### src/rtl/arc4_encrypt_if.sv
// Request/memory bundle for the ARC4 encryptor: handshake, key, plaintext
// read port, ciphertext write port and the sticky charset error flag.
interface arc4_encrypt_if;
    logic        valid;
    logic        ready;
    logic [23:0] key;
    logic [7:0]  pt_addr;
    logic [7:0]  pt_rddata;
    logic [7:0]  ct_addr;
    logic [7:0]  ct_wrdata;
    logic        ct_wren;
    logic        err;

    // Requester side (also hosts the plaintext/ciphertext memories).
    modport master (
        output valid, key, pt_rddata,
        input  ready, pt_addr, ct_addr, ct_wrdata, ct_wren, err
    );

    modport slave (
        input  valid, key, pt_rddata,
        output ready, pt_addr, ct_addr, ct_wrdata, ct_wren, err
    );
endinterface

### src/rtl/arc4_encrypt.sv
// ARC4 stream encryptor: builds the S-box from a 24-bit key, then XORs each
// length-prefixed plaintext byte with the keystream into ciphertext memory.
module arc4_encrypt (
    input  logic          clk,
    input  logic          rst_n,
    arc4_encrypt_if.slave bus
);

    typedef enum logic [2:0] {
        IDLE, INIT_S, KSA, READ_LEN, PRGA, DONE
    } state_t;

    state_t      state, next_state;
    logic [2:0]  phase;
    logic [7:0]  i, j, k, len;
    logic [7:0]  si, sj, ptb;
    logic [1:0]  k3;
    logic [23:0] key_q;
    logic        err_q;

    // S-box: one synchronous read port, one write port
    logic [7:0]  s_mem [256];
    logic [7:0]  s_rdata, s_raddr, s_waddr, s_wdata;
    logic        s_we;

    logic [7:0]  key_byte, j_sum;

    function automatic logic in_charset(input logic [7:0] b);
        return ((b >= 8'd97) && (b <= 8'd122)) || (b == 8'd32);
    endfunction

    // NOTE: sequential state uses non-blocking assignments so every register
    // samples pre-edge values regardless of process ordering.
    always_ff @(posedge clk or negedge rst_n) begin
        if (!rst_n) state <= IDLE;
        else        state <= next_state;
    end

    // NOTE: every combinational output gets a default first, so no path
    // through the case statements leaves a value held (no inferred latch).
    always_comb begin
        next_state = state;
        unique case (state)
            IDLE:     if (bus.valid) next_state = INIT_S;
            INIT_S:   if (i == 8'd255) next_state = KSA;
            KSA:      if (phase == 3'd3 && i == 8'd255) next_state = READ_LEN;
            READ_LEN: if (phase == 3'd1)
                          next_state = (bus.pt_rddata == 8'd0) ? DONE : PRGA;
            PRGA:     if (phase == 3'd4 && k == len) next_state = DONE;
            DONE:     next_state = IDLE;
            default:  next_state = IDLE;
        endcase
    end

    always_comb begin
        key_byte = key_q[7:0];
        case (k3)
            2'd0:    key_byte = key_q[23:16];
            2'd1:    key_byte = key_q[15:8];
            default: key_byte = key_q[7:0];
        endcase
        j_sum = j + s_rdata + ((state == KSA) ? key_byte : 8'd0);
    end

    // Outputs and S-box port controls, sequenced by state and phase.
    always_comb begin
        bus.ready     = 1'b0;
        bus.pt_addr   = 8'd0;
        bus.ct_addr   = 8'd0;
        bus.ct_wrdata = 8'd0;
        bus.ct_wren   = 1'b0;
        s_raddr       = i;
        s_we          = 1'b0;
        s_waddr       = i;
        s_wdata       = 8'd0;
        unique case (state)
            IDLE: bus.ready = 1'b1;
            INIT_S: begin
                s_we    = 1'b1;
                s_wdata = i;
            end
            KSA: begin
                case (phase)
                    3'd1: s_raddr = j_sum;
                    3'd2: begin
                        s_we    = 1'b1;
                        s_wdata = s_rdata;
                    end
                    3'd3: begin
                        s_we    = 1'b1;
                        s_waddr = j;
                        s_wdata = si;
                    end
                    default: s_raddr = i;
                endcase
            end
            READ_LEN: begin
                if (phase == 3'd1) begin
                    bus.ct_wren   = 1'b1;
                    bus.ct_wrdata = bus.pt_rddata;
                end
            end
            PRGA: begin
                bus.pt_addr = k;
                case (phase)
                    3'd0: s_raddr = i + 8'd1;
                    3'd1: s_raddr = j_sum;
                    3'd2: begin
                        s_we    = 1'b1;
                        s_wdata = s_rdata;
                    end
                    3'd3: begin
                        // Pad read overlaps the S[j] write; the write-first
                        // port returns the swapped value when they collide.
                        s_we    = 1'b1;
                        s_waddr = j;
                        s_wdata = si;
                        s_raddr = si + sj;
                    end
                    3'd4: begin
                        bus.ct_wren   = 1'b1;
                        bus.ct_addr   = k;
                        bus.ct_wrdata = ptb ^ s_rdata;
                    end
                    default: s_raddr = i;
                endcase
            end
            DONE: bus.ready = 1'b0;
            default: bus.ready = 1'b0;
        endcase
    end

    always_ff @(posedge clk or negedge rst_n) begin
        if (!rst_n) begin
            phase <= 3'd0;
            i     <= 8'd0;
            j     <= 8'd0;
            k     <= 8'd0;
            len   <= 8'd0;
            si    <= 8'd0;
            sj    <= 8'd0;
            ptb   <= 8'd0;
            k3    <= 2'd0;
            key_q <= 24'd0;
            err_q <= 1'b0;
        end else begin
            phase <= phase + 3'd1;
            unique case (state)
                IDLE: begin
                    phase <= 3'd0;
                    if (bus.valid) begin
                        key_q <= bus.key;
                        err_q <= 1'b0;
                        i     <= 8'd0;
                        j     <= 8'd0;
                        k3    <= 2'd0;
                    end
                end
                INIT_S: begin
                    phase <= 3'd0;
                    i     <= i + 8'd1;
                end
                KSA: begin
                    case (phase)
                        3'd1: begin
                            si <= s_rdata;
                            j  <= j_sum;
                        end
                        3'd3: begin
                            phase <= 3'd0;
                            i     <= i + 8'd1;
                            k3    <= (k3 == 2'd2) ? 2'd0 : k3 + 2'd1;
                        end
                        default: ;
                    endcase
                end
                READ_LEN: begin
                    if (phase == 3'd1) begin
                        phase <= 3'd0;
                        len   <= bus.pt_rddata;
                        i     <= 8'd0;
                        j     <= 8'd0;
                        k     <= 8'd1;
                    end
                end
                PRGA: begin
                    case (phase)
                        3'd0: i <= i + 8'd1;
                        3'd1: begin
                            si  <= s_rdata;
                            j   <= j_sum;
                            ptb <= bus.pt_rddata;
                        end
                        3'd2: sj <= s_rdata;
                        3'd4: begin
                            phase <= 3'd0;
                            k     <= k + 8'd1;
                            if (!in_charset(ptb)) err_q <= 1'b1;
                        end
                        default: ;
                    endcase
                end
                DONE:    phase <= 3'd0;
                default: phase <= 3'd0;
            endcase
        end
    end

    // NOTE: the S-box array has no reset; INIT_S rewrites every entry before
    // it is read, so clearing it would only cost reset fan-out.
    always_ff @(posedge clk) begin
        if (s_we) s_mem[s_waddr] <= s_wdata;
        s_rdata <= (s_we && (s_waddr == s_raddr)) ? s_wdata : s_mem[s_raddr];
    end

    assign bus.err = err_q;

endmodule
### src/flat_wrapper.sv
// flat-port wrapper written by rule: the top's interface ports become plain ports
module arc4_encrypt_flat 
  (clk, rst_n, bus_valid, bus_key, bus_pt_rddata, bus_ready, bus_pt_addr, bus_ct_addr, bus_ct_wrdata, bus_ct_wren, bus_err);
  arc4_encrypt_if bus_i ();
  input  logic clk;
  input  logic rst_n;
  input wire logic [$bits(bus_i.valid)-1:0] bus_valid;
  input wire logic [$bits(bus_i.key)-1:0] bus_key;
  input wire logic [$bits(bus_i.pt_rddata)-1:0] bus_pt_rddata;
  output wire logic [$bits(bus_i.ready)-1:0] bus_ready;
  output wire logic [$bits(bus_i.pt_addr)-1:0] bus_pt_addr;
  output wire logic [$bits(bus_i.ct_addr)-1:0] bus_ct_addr;
  output wire logic [$bits(bus_i.ct_wrdata)-1:0] bus_ct_wrdata;
  output wire logic [$bits(bus_i.ct_wren)-1:0] bus_ct_wren;
  output wire logic [$bits(bus_i.err)-1:0] bus_err;
  assign bus_i.valid = bus_valid;
  assign bus_i.key = bus_key;
  assign bus_i.pt_rddata = bus_pt_rddata;
  assign bus_ready = bus_i.ready;
  assign bus_pt_addr = bus_i.pt_addr;
  assign bus_ct_addr = bus_i.ct_addr;
  assign bus_ct_wrdata = bus_i.ct_wrdata;
  assign bus_ct_wren = bus_i.ct_wren;
  assign bus_err = bus_i.err;
  arc4_encrypt u_core (.clk(clk), .rst_n(rst_n), .bus(bus_i));
endmodule
### config.mk
export PLATFORM = sky130hd
export DESIGN_NAME = arc4_encrypt_flat
export DESIGN_NICKNAME = d
export VERILOG_FILES = /design/src/rtl/arc4_encrypt_if.sv /design/src/rtl/arc4_encrypt.sv /design/src/flat_wrapper.sv
export SDC_FILE = /design/constraint.sdc
export NUM_CORES = 2
export LEC_CHECK = 0
export CAP_MARGIN = 10
export CORE_MARGIN = 2
export CORE_UTILIZATION = 46
export CTS_CLUSTER_SIZE = 28
export DETAILED_ROUTE_END_ITERATION = 8
export SLEW_MARGIN = 20
export SYNTH_ARGS = -nofsm -noshare
export SYNTH_HDL_FRONTEND = slang
export SYNTH_SLANG_ARGS = --single-unit
### constraint.sdc
create_clock -name clk -period 25.5 [get_ports clk]
set_clock_uncertainty 0.2 [all_clocks]
set_input_delay 5.1 -clock clk [delete_from_list [all_inputs] [get_ports clk]]
set_output_delay 5.1 -clock clk [all_outputs]
set_load 0.02 [all_outputs]
# Word level (Yosys, flattened, before mapping)
# Memories as Yosys holds them, arrays and structs flattened. A register that Yosys moved wholly into a read port is not among the register bits.
# Index checks and enable logic that the tools add are counted.
# totals
ram_bits	2048
inputBits	35
wordCells	124
reg_bits	89
output_inout_bits	27
n_memories	1
# classes
n_reduce_logical	26
n_addsub	7
n_bitwise	1
mux	52
n_eq_ne	23
n_lt_le_gt_ge	2
# memory_table
name	words	width	rd	rd_clocked_by_memory_dff	write_ports	line	text
u_core.s_mem	256	8	1	1	1	arc4_encrypt.sv:22	logic [7:0] s_mem [256];
# ops
op	n
8-bit 2-to-1 mux	16
8-bit one-hot mux with 2 select lines	6
8-bit one-hot mux with 3 select lines	2
8-bit one-hot mux with 5 select lines	1
8-bit adder	3
3-bit 2-to-1 mux	8
8-bit by 1-bit adder with 8-bit output (second input constant)	2
3-bit one-hot mux with 5 select lines	1
2-bit by 1-bit inequality test with 1-bit output (second input constant)	7
3-bit by 2-bit equality test with 1-bit output (second input constant)	4
1-bit 2-to-1 mux	10
2-bit AND reduction	5
5-bit AND reduction	2
3-bit one-hot mux with 3 select lines	1
8-bit by 6-bit equality test with 1-bit output (second input constant)	1
8-bit equality test	1
8-bit equality test (second input constant)	1
8-bit by 7-bit greater-or-equal comparator with 1-bit output (second input constant)	1
8-bit by 7-bit less-or-equal comparator with 1-bit output (second input constant)	1
8-bit logical NOT	1
4-bit AND reduction	2
8-bit XOR	1
3-bit by 1-bit equality test with 1-bit output (second input constant)	2
3-bit equality test (second input constant)	2
17 further kinds	30

# Depth between registers and ports, before layout
# logic_depth
depth_word	6
mapped_depth	24

# Least setup slack after synthesis
# No wires, ideal clock.
# synth_path
kind	register to register
from	reg (tool-made name)
to	mem u_core.s_mem[0][4] (data pin)
setup_time_ns	2.188
stages_incl_launch_ff	13
n_path_buf	5
arrival_time_ns	12.400
period_less_slack_ns	14.789
path_slack_ns	10.711
required_time_ns	23.112
path_cell_list	dfxtp_1 -> buf_2 -> buf_2 -> buf_4 -> inv_2 -> nor2_1 -> clkbuf_1 -> clkbuf_1 -> a22oi_1 -> a41oi_1 -> nor4b_1 -> a21o_1 -> o21ai_0
# synth_lines
item	line
end, declared	arc4_encrypt.sv:22

==> flow_summary.toml <==
[run_status]
status = "finished, final reports clean"

[routing]
drt-initial-drc-count = 5452
drc = 0
first_pass_iters = 7
drt_wl_total_um = 222000
highest_layer = "met5"
route.met3.wl_um = 18300
via_per_inst = 6.15
wl_per_cell_um = 30.9
dr_wl_met2_um = 102000
vias = 44046
ant_nets = 0
wl_met1_um = 96000

[global_routing]
grt-ovfl-total = 0
grt_pass1_wl_um = 319000
antenna_found_initial = 5
gr-usage-all-layers = 0.232
grt_pass1_vias = 43116
grt_max_degree = 249

[cts]
clock_sinks = 2145
post_cts_buffers = 0
ctsResizeCount = 0
cts-htree-levels = 4
clock_latency_ns = 0.90
ctsLongestPathBuffers = 3
ctsHoldBuffers = 0
clk_pin_slew_ns = 0.06
cts_root_buf = "clkbuf_16"
cts_buffers = 213
tritoncts = "yes"

[synth]
syn-num-nets = 4481
synth-edff-count = 2048
synth-main-ff-cell = "edfxtp_1"
async_reset_ff_frac = 0.0415
synth_top_area_share = 0.720
synth_warnings = 0
synth_area_sq_um = 85400
yosysSeqAreaShare = 0.748
avgSynthCellArea_sq_um = 19.3
synth.area.top_cells = "edfxtp_1, mux4_2, mux2i_1"
synth_seq_cells = 2145
syn_inst = 4416
synth_cell_types = 73
synth.largest_area_cell = "edfxtp_1"

[setup_path]
crit_arrival_ns = 8.62
critical_path_class = "flop to output pin"
cpMostUsedCell = "buf_4"
cp.required_ns = 20.20
cp_max_fo = 82
end_kind = "output pin"
cp_slowest_cell = "buf_4"
worstSetupStartpointType = "flop"
crit_chain = "buf_4 > buf_4 > buf_12 > buf_4 > buf_4 > mux4_2 > a22o_1 > a221oi_1 > a31oi_1 > nor4_1 > buf_4 > a222oi_1 > nand2_1 > clkdlybuf4s50_1"
slowest_delay_ns = 0.76

[placement]
dpl.hpwl_um = 134000
port-buffer-count = 61
gp_congestion = 0.890
post-place-ws_ns = 12.57

[floorplan]
dieWidth_um = 435
num_rows = 158
ioPinCount = 62
coreArea_sq_um = 185000
die_y_um = 435
start_util = 0.462
die_area_sq_um = 189000

[sta]
setup_tns_ns = 0
tightest_slew_ns = 1.35
setup_ws_ns = 11.58
fmax_mhz = 71.8
setup_viol = 0
fin_hold_ws_ns = 0.299
slew_violations = 0
period_minus_slack_ns = 13.92
finalHoldViolCount = 0
post-route-period-util = 0.546
max_slew_margin = 0.103
rsz0062_at_grt = "false"

[worst_hold_path]
hold_path_class = "flop to flop"

[power]
leakage_nw = 27.8
power_w = 0.00691
power_density_nw_per_um2 = 72.2
peakVddDrop_uv = 69.5

[cells_and_area]
n_fill_cell = 14527
drive_gt1_frac = 0.197
syn_to_final_growth_pct = 12.1
nNetsFinal = 4581

[run]
drv_cap = 0
==> per-layer routing <==
layer | global-route usage | up-vias
li1 | - | 18253
met1 | 0.347 | 23547
met2 | 0.351 | 1945
met3 | 0.0458 | 295
met4 | 0.0604 | 6
met5 | 0 | -
==> cell usage after synthesis (17+ instances only) <==
master       n
mux2i_1    232
xnor2_1     20
ha_1        21
buf_2       44
and2_1      23
mux4_2     427
clkbuf_1   154
a22oi_1    167
buf_4       33
o22ai_1     27
nor3_1      18
a31oi_1     33
a221oi_1    33
nand3_1     55
nor2_1     311
edfxtp_1  2048
nand2_1    168
dfrtp_1     89
a21oi_1     50
inv_1       38
a22o_1      28
buf_6       17
o21ai_0     67
nor2b_1     19
mux2_2      71
==> worst paths after layout <==
kind / start / end / slack, ns / depth (start not counted)
max in group asynchronous: rst_n / u_core.key_q[20] / 19.95 / 2
min reg2reg: u_core.sj[2] / u_core.sj[2] / 0.30 / 2
min in group asynchronous: rst_n / u_core.k[7] / 4.02 / 1
min: u_core.sj[2] / u_core.sj[2] / 0.30 / 2
max: flop / bus_ct_wrdata[3] / 11.58 / 14
max reg2reg: flop / flop / 15.87 / 22
==> where the power goes <==
part,switching [W],leakage (nW),total (W),internal (W)
combinational,0.00000529,6.23,0.0000108,0.00000547
clock,0.00136,3.31,0.00309,0.00174
sequential,0.00000141,18.3,0.00380,0.00380
==> state kept, by name (all words and copies together), names as in the netlist, named ones only <==
register        count
u_core.j            8
u_core.k            8
u_core.bus.err      1
u_core.state        3
u_core.key_q       24
u_core.k3           2
u_core.s_mem     2048
u_core.si           8
u_core.phase        3
u_core.len          8
u_core.i            8
u_core.ptb          8
u_core.sj           8
==> critical path: cells and delay by family (launching register included) <==
family                 cells  cell delay, ns
multiplexers               1            0.58
AO/OA/AOI/OAI              4            1.03
buffers and inverters      7            4.05
AND/OR/NAND/NOR            2            0.95
flip-flops                 1            0.73
==> through the flow <==
step	instance area (sq um)	instances	util
final	95700	7167	0.518
after global routing	95700	7165	0.518
after CTS	95600	7161	0.517
after detailed placement	88700	6777	0.480
after floorplan	85400	4416	-
after global placement	88700	6776	0.480
==> final cells by class <==
| type | instances | area [sq um] | share of cell area |
|---|---|---|---|
| well taps | 2480 | 3100 | 0.0324 |
| clock buffers | 266 | 5530 | 0.0578 |
| clock inverters | 118 | 1370 | 0.0143 |
| repair buffers | 149 | 1430 | 0.0150 |
| diodes | 2 | 5.00 | 0.0000523 |
| multi-input cells | 1968 | 20200 | 0.211 |
| inverters | 39 | 146 | 0.00153 |
| flip-flops and latches | 2145 | 63900 | 0.668 |
==> cell families after synthesis <==
family                   synth area share
flip-flops                          0.748
multiplexers                        0.150
AO/OA/AOI/OAI                      0.0415
XOR/XNOR                          0.00277
AND/OR/NAND/NOR                    0.0355
adder cells (fa/ha/maj)           0.00519
buffers and inverters              0.0171
==> cell usage in the layout, fill, tap and decap left out, types with 45 or more instances in the layout <==
cell type / n
nor2_1: 307
a22oi_1: 167
mux4_2: 427
dfrtp_1: 89
nand3_1: 55
buf_4: 77
clkdlybuf4s50_1: 60
o21ai_0: 60
clkbuf_1: 53
mux2i_1: 232
edfxtp_1: 2048
nand2_1: 162
a21oi_1: 49
clkbuf_16: 213
clkinv_1: 45
mux2_2: 71
No activity file was read; power rests on OpenSTA's default activity.
